==> src/rtl/id_ex_stage.sv <==
// id_ex_stage: decode-to-execute pipeline register with M/W operand forwarding and load-use detection.
// Define ID_EX_FWD_EN to enable forwarding; without it operands come straight from the register file.
module id_ex_stage #(
    parameter int XLEN = 32
) (
    input  logic            clk,
    input  logic            rst_n,
    input  logic            stall_e,
    input  logic            flush_e,
    input  logic            valid_d,
    input  logic [XLEN-1:0] PC_d,
    input  logic [6:0]      opcode_d,
    input  logic [3:0]      ALUControl_d,
    input  logic            ALUSrc_d,
    input  logic [XLEN-1:0] RD1_d,
    input  logic [XLEN-1:0] RD2_d,
    input  logic [XLEN-1:0] ImmExt_d,
    input  logic [4:0]      Rs1_d,
    input  logic [4:0]      Rs2_d,
    input  logic [4:0]      Rd_d,
    input  logic            RegWrite_d,
    input  logic            MemWrite_d,
    input  logic            Branch_d,
    input  logic            Jump_d,
    input  logic [1:0]      ResultSrc_d,
    input  logic            RegWrite_m,
    input  logic [4:0]      Rd_m,
    input  logic [XLEN-1:0] ALUResult_m,
    input  logic            RegWrite_w,
    input  logic [4:0]      Rd_w,
    input  logic [XLEN-1:0] Result_w,
    output logic [XLEN-1:0] SrcA,
    output logic [XLEN-1:0] SrcB,
    output logic [3:0]      ALUControl,
    output logic [XLEN-1:0] PC,
    output logic [6:0]      opcode,
    output logic [XLEN-1:0] WriteData_e,
    output logic [4:0]      Rd_e,
    output logic            RegWrite_e,
    output logic            MemWrite_e,
    output logic            Branch_e,
    output logic            Jump_e,
    output logic            valid_e,
    output logic [1:0]      ResultSrc_e,
    output logic            lu_hazard
);
    typedef struct packed {
        logic            valid;
        logic [XLEN-1:0] pc;
        logic [6:0]      op;
        logic [3:0]      alu_ctrl;
        logic            alu_src;
        logic [XLEN-1:0] rd1;
        logic [XLEN-1:0] rd2;
        logic [XLEN-1:0] imm;
        logic [4:0]      rs1;
        logic [4:0]      rs2;
        logic [4:0]      rd;
        logic            reg_write;
        logic            mem_write;
        logic            branch;
        logic            jump;
        logic [1:0]      result_src;
    } e_t;

    e_t e_q, e_d, cap;
    logic [XLEN-1:0] fwd_a, fwd_b;
    logic            lu_kind;

    always_comb begin
        cap = '{valid: valid_d, pc: PC_d, op: opcode_d, alu_ctrl: ALUControl_d,
                alu_src: ALUSrc_d, rd1: RD1_d, rd2: RD2_d, imm: ImmExt_d,
                rs1: Rs1_d, rs2: Rs2_d, rd: Rd_d, reg_write: RegWrite_d,
                mem_write: MemWrite_d, branch: Branch_d, jump: Jump_d,
                result_src: ResultSrc_d};
        e_d = flush_e ? '0 : stall_e ? e_q : cap;
    end

    always_ff @(posedge clk or negedge rst_n)
        if (!rst_n) e_q <= '0;
        else        e_q <= e_d;

`ifdef ID_EX_FWD_EN
    // M beats W; x0 is never forwarded.
    function automatic logic [XLEN-1:0] fwd(input logic [4:0] rs, input logic [XLEN-1:0] rf);
        return (RegWrite_m && Rd_m == rs && rs != 5'd0) ? ALUResult_m :
               (RegWrite_w && Rd_w == rs && rs != 5'd0) ? Result_w : rf;
    endfunction

    always_comb begin
        fwd_a   = fwd(e_q.rs1, e_q.rd1);
        fwd_b   = fwd(e_q.rs2, e_q.rd2);
        lu_kind = e_q.result_src == 2'b01;
    end
`else
    logic unused_fwd;
    assign unused_fwd = ^{RegWrite_m, Rd_m, ALUResult_m, RegWrite_w, Rd_w, Result_w};

    // Without forwarding any pending E-stage write is a hazard, not only loads.
    always_comb begin
        fwd_a   = e_q.rd1;
        fwd_b   = e_q.rd2;
        lu_kind = 1'b1;
    end
`endif

    always_comb begin
        SrcA        = fwd_a;
        SrcB        = e_q.alu_src ? e_q.imm : fwd_b;
        WriteData_e = fwd_b;
        lu_hazard   = e_q.valid & e_q.reg_write & lu_kind & (e_q.rd != 5'd0) &
                      (e_q.rd == Rs1_d | e_q.rd == Rs2_d);
        ALUControl  = e_q.alu_ctrl;
        PC          = e_q.pc;
        opcode      = e_q.op;
        Rd_e        = e_q.rd;
        RegWrite_e  = e_q.reg_write;
        MemWrite_e  = e_q.mem_write;
        Branch_e    = e_q.branch;
        Jump_e      = e_q.jump;
        valid_e     = e_q.valid;
        ResultSrc_e = e_q.result_src;
    end
endmodule

==> config.mk <==
export PLATFORM = sky130hd
export DESIGN_NAME = id_ex_stage
export DESIGN_NICKNAME = d
export VERILOG_FILES = /design/src/rtl/id_ex_stage.sv
export SDC_FILE = /design/constraint.sdc
export NUM_CORES = 1
export LEC_CHECK = 0
export ABC_CLOCK_PERIOD_IN_PS = 1200
export BUFFER_PORTS_ARGS = -buffer_cell sky130_fd_sc_hd__buf_2
export CAP_MARGIN = 20
export CORE_AREA = 2 2 153 155
export DETAILED_ROUTE_END_ITERATION = 10
export DIE_AREA = 0 0 155 157
export MAX_ROUTING_LAYER = met4
export PLACE_DENSITY_LB_ADDON = 0.25
export SLEW_MARGIN = 20
export SYNTH_ARGS = -nofsm -noshare
export SYNTH_HDL_FRONTEND = slang
export SYNTH_SLANG_ARGS = --single-unit
==> constraint.sdc <==
create_clock -name clk -period 1.2 [get_ports clk]
set_input_delay 0.12 -clock clk [delete_from_list [all_inputs] [get_ports clk]]
set_output_delay 0.12 -clock clk [all_outputs]
set_load 0.1 [all_outputs]
==> flow_summary.ini <==
[yosys]
synth-simple-area-share = 0.0799
ys_types = 16
synth_cells = 657
synth_area_mm2 = 0.00749
synth_top_family_by_area = multiplexers
synthAdderAreaFrac = 0
avgSynthCellArea_um2 = 11.4
syn_nets = 899
ys_seq_elements = 152
synth_top_area_cell = dfrtp_1
yosys_warnings = 0
synthTopCellsByArea = dfrtp_1 51%, mux2i_1 20%, buf_4 12%, nor2_1 7.6%, mux2_2 4.8%
ys_seq_area_frac = 0.508
synth_compound_area_frac = 0.00234
synth_top_area_share = 0.508
synth_mux_area_frac = 0.251
synthXorXnorAreaFrac = 0.0117

[power_and_ir_drop]
power_density_mw_per_mm2 = 1240
vdd_drop_max_mv = 0.786
p_seq_frac = 0.344
p_clk_frac = 0.321
p_int_uw = 10600
p_leak_uw = 0.00661
p_comb_frac = 0.335
swShare = 0.359
p_switching_uw = 5970

[sta]
tightest_slew_ns = 0.427
final.setup.tns_ns = -18.74
max_slew_margin = 0.716
fin_skew_ns = 0
hold_viol_final = 0
rsz0062_at_grt = yes
period_minus_slack_ns = 1.95
fin_crit_sh = 1.63
setup_ws_ns = -0.752
max_freq_mhz = 512
setup_viol = 42
slew_viol_final = 0

[finish]
antenna_cells = 0
final_net_count = 1283
final_cell_area_mm2 = 0.0133
area_delta_synth_final_pct = 78.2
layout-drive-gt1-share = 0.421
finish.utilization = 0.593
n_fill_cell = 1746
final_common_cell = buf_2
mostFrequentLayoutCells = 162 x buf_2, 153 x dlygate4sd3_1, 152 x mux2i_1, 152 x nor2_1, 145 x buf_12
fin_cells = 1339

[floorplan]
die_w_um = 155
coreArea_mm2 = 0.0225
dieArea_mm2 = 0.0243
rows = 55
initial_core_util = 0.333
top_level_ports = 394
die_h_um = 157

[placement]
placed_cells = 1144
dpl_cell_area_mm2 = 0.0108
globalplace.congestion = 0.806
hpwl_um = 14500
port_buffers = 317

[setup_path]
worst_setup_path_start_kind = flip-flop
slowest_delay_ns = 0.55
crit_chain = or4_4 -> o211ai_4 -> a21oi_4 -> buf_12
path_buf_inv = 1
path_delay_family = simple AND/OR/NAND/NOR gates
crit_arrival_ns = 1.83
cp_slowest_cell = or4_4
crit_type = flip-flop to primary output
end_kind = primary output
cp.required_ns = 1.08
cp_max_fo = 4

[global_routing]
grt_max_degree = 85
groute.usage.overall = 0.187
grt_pass1_wl_um = 34500
first_global_vias = 6484
grt_overflow = 0
antenna_found_initial = 0

[clock_network]
ctsRootBufferMaster = clkbuf_16
clk_latency_ns = 0.42
cts_buffer_depth = 2
numCtsBuffers = 17
cts_sinks = 152
clk_pin_slew_ns = 0.07
cts_tree = done
htreeDepth = 4

[detailed_routing]
drtIter0Drc = 175
routed-via-count = 5961
drcViolationCount = 0
totalWireLength_um = 22300
drt-pass1-iter-count = 4
wl_met3_um = 959
topRoutingLayerUsed = met4
ant_nets = 0
wl_met1_um = 8970
wl_per_cell_um = 16.6
dr_wl_met2_um = 11700
avgViaCountPerCell = 4.45

[run]
maxCapViolCount = 0

[outcome]
status = finished, violations left
failed_checks = setup timing

[worst_hold_path]
hp-class = input pin to async pin
## area by class of cell
| class | count | area [um^2] | share of cell area |
|---|---|---|---|
| Clock inverter | 14 | 140 | 0.0105 |
| Sequential cell | 152 | 3820 | 0.286 |
| Multi-Input combinational cell | 353 | 2740 | 0.205 |
| Tap cell | 285 | 357 | 0.0267 |
| Clock buffer | 18 | 439 | 0.0329 |
| Timing Repair Buffer | 517 | 5860 | 0.439 |
## repair_timing
item | in CTS | in global routing
hold buffers | 153 | 0
hold endpoints to repair | 270 | 0
setup buffers | 10 | 6
pin swaps | 0 | 3
setup endpoints to repair | 71 | 63
gates cloned | 0 | 1
gates resized for setup | 68 | 31
## registers in the layout, indices dropped and copies added, names as in the netlist
| name | flops |
|---|---|
| opcode | 7 |
| WriteData_e | 32 |
| Branch_e | 1 |
| SrcA | 32 |
| e_q | 33 |
| valid_e | 1 |
| MemWrite_e | 1 |
| Rd_e | 5 |
| ResultSrc_e | 2 |
| Jump_e | 1 |
| RegWrite_e | 1 |
| PC | 32 |
| ALUControl | 4 |
## cells in the mapped netlist
cell type / n
nand3_1: 2
a21oi_1: 1
o211ai_2: 1
mux2_2: 32
xnor2_1: 4
buf_2: 7
clkbuf_1: 11
dfrtp_1: 152
or4_1: 1
mux2i_1: 152
xor2_1: 6
nor3_1: 2
buf_4: 121
nor2_1: 152
buf_1: 4
buf_6: 9
## layer usage
metal  up-vias  track usage
met1      2928        0.214
met5         -            -
li1       2815            -
met4         0       0.0785
met2       176        0.322
met3        42       0.0341
## path summary, 6_finish.rpt
path                       depth (start not counted)                start  slack, ns                          to
max in group asynchronous                          3                rst_n       0.45  WriteData_e[7]$_DFFE_PN0P_
max reg2reg                                        6  Rd_e[0]$_DFFE_PN0P_      -0.02         Rd_e[0]$_DFFE_PN0P_
min reg2reg                                        2  e_q[36]$_DFFE_PN0P_       0.52         e_q[36]$_DFFE_PN0P_
min in group clk                                   3              flush_e       0.20         e_q[42]$_DFFE_PN0P_
max                                                4  Rd_e[2]$_DFFE_PN0P_      -0.75                   lu_hazard
min                                                2                rst_n       0.19         SrcA[2]$_DFFE_PN0P_
## stage by stage
stage	setup WS (ns)	total power, uW	hold WS (ns)
global route	-0.798	17200	0.197
detailed placement	-0.286	10800	0.0774
finish	-0.752	16600	0.192
floorplan	-0.372	9140	-0.176
global placement	-0.273	10700	0.0747
CTS	-0.737	16700	0.186
## kinds of logic after synthesis
group,Yosys count
AND/OR/NAND/NOR,157
AO/OA/AOI/OAI,2
multiplexers,184
flip-flops,152
XOR/XNOR,10
buffers and inverters,152
## power groups by stage
stage	sequential [uW]	clock, uW	combinational [uW]
final	5710	5340	5560
after global placement	5770	0	4970
after detailed placement	5790	0	4990
after global routing	5750	5710	5760
after CTS	5700	5490	5520
after floorplan	5710	0	3420
Power figures use the tool's default switching activity.
